===== src/rtl/seq_10x1_pkg.sv =====
// seq_10x1_pkg: shared state encoding and frame pattern for the 10X1 sequence link
package seq_10x1_pkg;
  typedef enum logic [2:0] {IDLE, B1, B0, BX, BL, GAP} state_e;
  localparam int FRAME_LEN = 4;
  localparam logic [1:0] PAT_HEAD = 2'b10;
  localparam logic PAT_TAIL = 1'b1;
endpackage


===== src/rtl/seq_10x1_down_cnt.sv =====
// seq_10x1_down_cnt: loadable saturating down-counter
//   clk, reset(async, high) | load, load_val -> cnt | dec: cnt-1, holds at 0 | zero: cnt==0
module seq_10x1_down_cnt #(
  parameter int W = 8
) (
  input  logic         clk,
  input  logic         reset,
  input  logic         load,
  input  logic [W-1:0] load_val,
  input  logic         dec,
  output logic [W-1:0] cnt,
  output logic         zero
);
  logic [W-1:0] cnt_q, cnt_d;
  always_comb cnt_d = load ? load_val : (dec && cnt_q != '0) ? cnt_q - W'(1) : cnt_q;
  always_ff @(posedge clk or posedge reset)
    if (reset) cnt_q <= '0;
    else cnt_q <= cnt_d;
  assign cnt = cnt_q;
  assign zero = (cnt_q == '0);
endmodule


===== src/rtl/seq_gen_10x1.sv =====
// seq_gen_10x1: serial transmitter of bursts of "1,0,X,1" frames, each followed by GAP_LEN zeros
//   clk, reset(async, high)
//   in_valid/in_ready/in_xbit/in_count: burst request handshake, sampled only at acceptance
//   abort: cancels a running burst without done pulses
//   x/x_valid: serial bit and frame-bit qualifier; frame_done: last '1' of a frame; burst_done: first idle cycle after a burst
module seq_gen_10x1 #(
  parameter int CNT_W   = 8,
  parameter int GAP_LEN = 2
) (
  input  logic             clk,
  input  logic             reset,
  input  logic             in_valid,
  output logic             in_ready,
  input  logic             in_xbit,
  input  logic [CNT_W-1:0] in_count,
  input  logic             abort,
  output logic             x,
  output logic             x_valid,
  output logic             frame_done,
  output logic             burst_done
);
  import seq_10x1_pkg::*;
  localparam int GW = GAP_LEN > 0 ? $clog2(GAP_LEN + 1) : 1;
  state_e state_q, state_d;
  logic xbit_q, xbit_d;
  logic x_q, x_d, x_valid_q, x_valid_d, frame_done_q, frame_done_d;
  logic burst_done_q, burst_done_d, in_ready_q, in_ready_d;
  logic accept, frames_zero, frames_last, gap_zero;
  logic [CNT_W-1:0] frames_cnt;
  assign accept = (state_q == IDLE) && in_valid;
  assign frames_last = (frames_cnt == CNT_W'(1));
  seq_10x1_down_cnt #(.W(CNT_W)) u_frames (
    .clk(clk), .reset(reset), .load(accept), .load_val(in_count),
    .dec(state_q == BL), .cnt(frames_cnt), .zero(frames_zero)
  );
  generate
    if (GAP_LEN > 0) begin : g_gap
      logic [GW-1:0] unused_gap_cnt;
      // loaded with GAP_LEN-1 so zero marks the final gap cycle
      seq_10x1_down_cnt #(.W(GW)) u_gap (
        .clk(clk), .reset(reset), .load(state_q == BL), .load_val(GW'(GAP_LEN - 1)),
        .dec(state_q == GAP), .cnt(unused_gap_cnt), .zero(gap_zero)
      );
    end else begin : g_no_gap
      assign gap_zero = 1'b1;
    end
  endgenerate
  always_comb begin
    state_d = state_q;
    xbit_d = xbit_q;
    case (state_q)
      IDLE: if (accept) begin
        xbit_d = in_xbit;
        state_d = (in_count != '0) ? B1 : IDLE;
      end
      B1: state_d = B0;
      B0: state_d = BX;
      BX: state_d = BL;
      // frames_cnt is decremented in BL, so BL tests "last" and GAP tests "zero"
      BL: state_d = (GAP_LEN > 0) ? GAP : frames_last ? IDLE : B1;
      GAP: state_d = !gap_zero ? GAP : frames_zero ? IDLE : B1;
      default: state_d = IDLE;
    endcase
    if (abort && state_q != IDLE) state_d = IDLE;
    x_d = (state_d == B1) ? PAT_HEAD[1] : (state_d == B0) ? PAT_HEAD[0] :
          (state_d == BX) ? xbit_d : (state_d == BL) ? PAT_TAIL : 1'b0;
    x_valid_d = (state_d == B1) || (state_d == B0) || (state_d == BX) || (state_d == BL);
    frame_done_d = (state_d == BL);
    in_ready_d = (state_d == IDLE);
    // empty burst, or natural end of a burst that was not aborted
    burst_done_d = (state_d == IDLE) && (accept || (state_q != IDLE && !abort));
  end
  always_ff @(posedge clk or posedge reset)
    if (reset) begin
      state_q <= IDLE;
      xbit_q <= 1'b0;
      x_q <= 1'b0;
      x_valid_q <= 1'b0;
      frame_done_q <= 1'b0;
      burst_done_q <= 1'b0;
      in_ready_q <= 1'b1;
    end else begin
      state_q <= state_d;
      xbit_q <= xbit_d;
      x_q <= x_d;
      x_valid_q <= x_valid_d;
      frame_done_q <= frame_done_d;
      burst_done_q <= burst_done_d;
      in_ready_q <= in_ready_d;
    end
  assign x = x_q;
  assign x_valid = x_valid_q;
  assign frame_done = frame_done_q;
  assign burst_done = burst_done_q;
  assign in_ready = in_ready_q;
endmodule


===== config.mk =====
export PLATFORM = sky130hd
export DESIGN_NAME = seq_gen_10x1
export DESIGN_NICKNAME = d
export VERILOG_FILES = /design/src/rtl/seq_10x1_pkg.sv /design/src/rtl/seq_10x1_down_cnt.sv /design/src/rtl/seq_gen_10x1.sv
export SDC_FILE = /design/constraint.sdc
export NUM_CORES = 1
export LEC_CHECK = 0
export BUFFER_PORTS_ARGS = -buffer_cell sky130_fd_sc_hd__buf_2
export CAP_MARGIN = 10
export CORE_UTILIZATION = 54
export DETAILED_ROUTE_END_ITERATION = 8
export MAX_ROUTING_LAYER = met4
export PLACE_DENSITY = 0.77
export SETUP_SLACK_MARGIN = 0.5
export SYNTH_ARGS = -nofsm -noshare
export SYNTH_HDL_FRONTEND = slang
export SYNTH_SLANG_ARGS = --single-unit

===== constraint.sdc =====
create_clock -name clk -period 2.7 [get_ports clk]
set_input_delay 0.27 -clock clk [delete_from_list [all_inputs] [get_ports clk]]
set_output_delay 0.27 -clock clk [all_outputs]
set_load 0.02 [all_outputs]

==> metrics.md <==
| Metric | Value |
|---|---|
| Post-Synthesis Cell Area | 1040 um2 |
| Total number of vias | around 870 |
| PortBufs | 17 |
| Die area | 2110 um2 |
| Total GRT Usage | 0.254 |
| Setup violators final | 0 |
| # DRC | 0 |
| Yosys cell types | ~40 |
| DR vias/cell | 6.15 |
| Crit-path cells | or4b_4, mux2_4, or4_1, a31o_1 |
| Slowest cell delay on critical path | 0.59 ns |
| CTS Sinks | 19 |
| Net count after synthesis | ~110 |
| Critical path launch point type | flip-flop |
| Slowest cell on crit path | or4b_4 |
| Core box area | 1760 um2 |
| Ports | 18 |
| Layout area overhead | 16.1% |
| Total wire length | 2360 um |
| Post-route ant nets | 0 |
| Initial antenna violation count | 0 |
| Max-cap viol count | 0 |
| Fin. max-slew vios | 0 |
| Required time worst endpoint | roughly 2.9 ns |
| Rows | 15 |
| Die Y | 46.0 um |
| Cells after synthesis | 96 |
| Fmax achieved | about 470 MHz |
| Clock skew | 0.00270 ns |
| Number of DRC markers in iteration 0 | 19 |
| Nets | 133 |
| Synth async-reset ratio | 1.00 |
| Layout cells sized above 1 | 0.293 |
| Final min period | around 2.1 ns |
| PD cells | 1090 nW/um2 |
| Outcome | completed |
| Most frequent cells in the layout | buf_2, dfrtp_1, a221o_1 |
| Final hold slack | between 0.07 and 0.08 ns |
| DP HPWL | 1730 um |
| CTS tree | done |
| Clock root cell | clkbuf_4 |
| Setup slack, reg-to-reg | 0.57 ns |
| Setup TNS after final layout | 0 ns |
| Main synth FF type | dfrtp_1 |
| Pin count of the biggest net entering global routing | 20 |
| Crit path max-delay family | simple AND/OR/NAND/NOR gates |
| Synth Register Bits | 19 |
| Fin. Hold Viols | 0 |
| Hold WC Path Type | primary input to async pin |
| Worst path arrival time | 2.33 ns |
| Worst Tran Pin Value | 0.715 ns |
| CTS H-tree lvls | 1 |
| GRT overflow | 0 |
| CTS max path bufs | 2 |
| Placer Congestion | 0.834 |
| Buf+Inv Stages, Crit Path | 0 |
| Worst VDD drop | 635 uV |
| Ant diodes | 0 |
| Leakage | 0.539 nW |
| Number of enable flip-flop cells after synthesis | 0 |
| Commonest non-fill, non-tap cell in the layout | buf_2 |
| Unrepaired setup endpoints after global routing | no |
| Die width | 46.0 um |
| Vias in the first global route | 790 |
| Slew Limit Headroom | 0.523 |
| Register area share after synthesis | 0.457 |
| Initial Utilization | 0.591 |
| Kind of critical path | flip-flop to flip-flop |
| Clock latency on the worst-skew pair | between 0.2 and 0.3 ns |
| Wire per inst | 16.7 um |
| Clock-pin slew on the worst setup and hold paths | roughly 0.1 ns |
| Mean area per synthesized cell | 10.9 um2 |
| First-pass GRT wire length | 3620 um |
| TritonRoute pass-1 iters | 4 |
| TritonCTS buffer count | 3 |
| CP max FO | 8 |
| Type of destination of the critical path | flip-flop |
| Yosys warns | 0 |
| Final period util | 0.790 |
cell usage after synthesis (2+ instances only):
cell type  count  area share
nor3_1         4       0.019
a221o_1        7       0.067
inv_1          5       0.018
mux2i_1        5       0.048
dfrtp_1       18        0.43
or3b_2         2       0.017
nor2_1         5       0.018
a21oi_1        4       0.019
nor4_1         4       0.024
o21ai_0        2      0.0096
nand2_1        3       0.011
and3_1         2       0.012
clkbuf_1       2      0.0072
and2_1         2       0.012
nor3b_1        3       0.022
ha_1           3       0.036
per-layer routing:
layer / up-vias / share of wire / GRT usage
met4: 0 / 0.027 / 0.112
met3: 6 / 0.032 / 0.0357
met1: 419 / 0.43 / 0.314
met2: 26 / 0.51 / 0.408
met5: - / 0 / -
li1: 416 / - / -
report_power, final:
group          switching [mW]  total (mW)  internal [mW]
logic                   0.339       0.631          0.292
registers               0.129       0.548          0.419
clock network          0.0845       0.142         0.0575
kinds of logic after synthesis:
| kind of cell | Yosys count | synth area share |
|---|---|---|
| compound gates | 23 | 0.183 |
| xor+xnor | 1 | 0.00839 |
| fa+ha+maj | 3 | 0.0360 |
| buf+inv | 9 | 0.0408 |
| flops | 19 | 0.457 |
| mux | 7 | 0.0731 |
| simple gates | 34 | 0.201 |
flip-flops by register name, summed over array words and instances, names as in the netlist:
name and flops:
xbit_q 1, frame_done 1, x_valid 1, g_gap.u_gap.cnt 2
state_q 3, x 1, u_frames.cnt 8, in_ready 1
burst_done 1
area by class of cell:
| class | instances | area (um2) |
|---|---|---|
| clock buffers | 4 | 26.3 |
| fillers | 151 | 553 |
| inverters | 5 | 18.8 |
| repair buffers | 20 | 108 |
| flip-flops and latches | 19 | 479 |
| multi-input cells | 68 | 548 |
| well taps | 25 | 31.3 |
stage by stage:
stage	utilization	worst slack, ns	instances	power, mW	cell area [um2]
2_1_floorplan	-	0.664	96	0.992	1040
3_3_place_gp	0.652	0.547	135	1.11	1150
4_1_cts	0.677	0.505	139	1.31	1190
3_5_place_dp	0.652	0.434	135	1.15	1150
6_report	0.687	0.566	141	1.32	1210
5_1_grt	0.687	0.496	141	1.42	1210
path summary, 6_finish.rpt:
check	startpoint	to	cells past startpoint
min reg2reg	g_gap.u_gap.cnt[1]	g_gap.u_gap.cnt[1]	2
max in group asynchronous	reset	state_q[2]	2
max reg2reg	state_q[1]	x	4
min in group clk	abort	state_q[2]	2
max	state_q[1]	x	4
min	reset	u_frames.cnt[1]	2
what timing repair did:
item / 4_1_cts / 5_1_grt
setup endpoints to repair: 1 / 2
setup buffers: 0 / 2
hold buffers: 0 / 0
pin swaps: 0 / 1
gates resized for setup: 2 / 2
No activity file was read; power rests on OpenSTA's default activity.
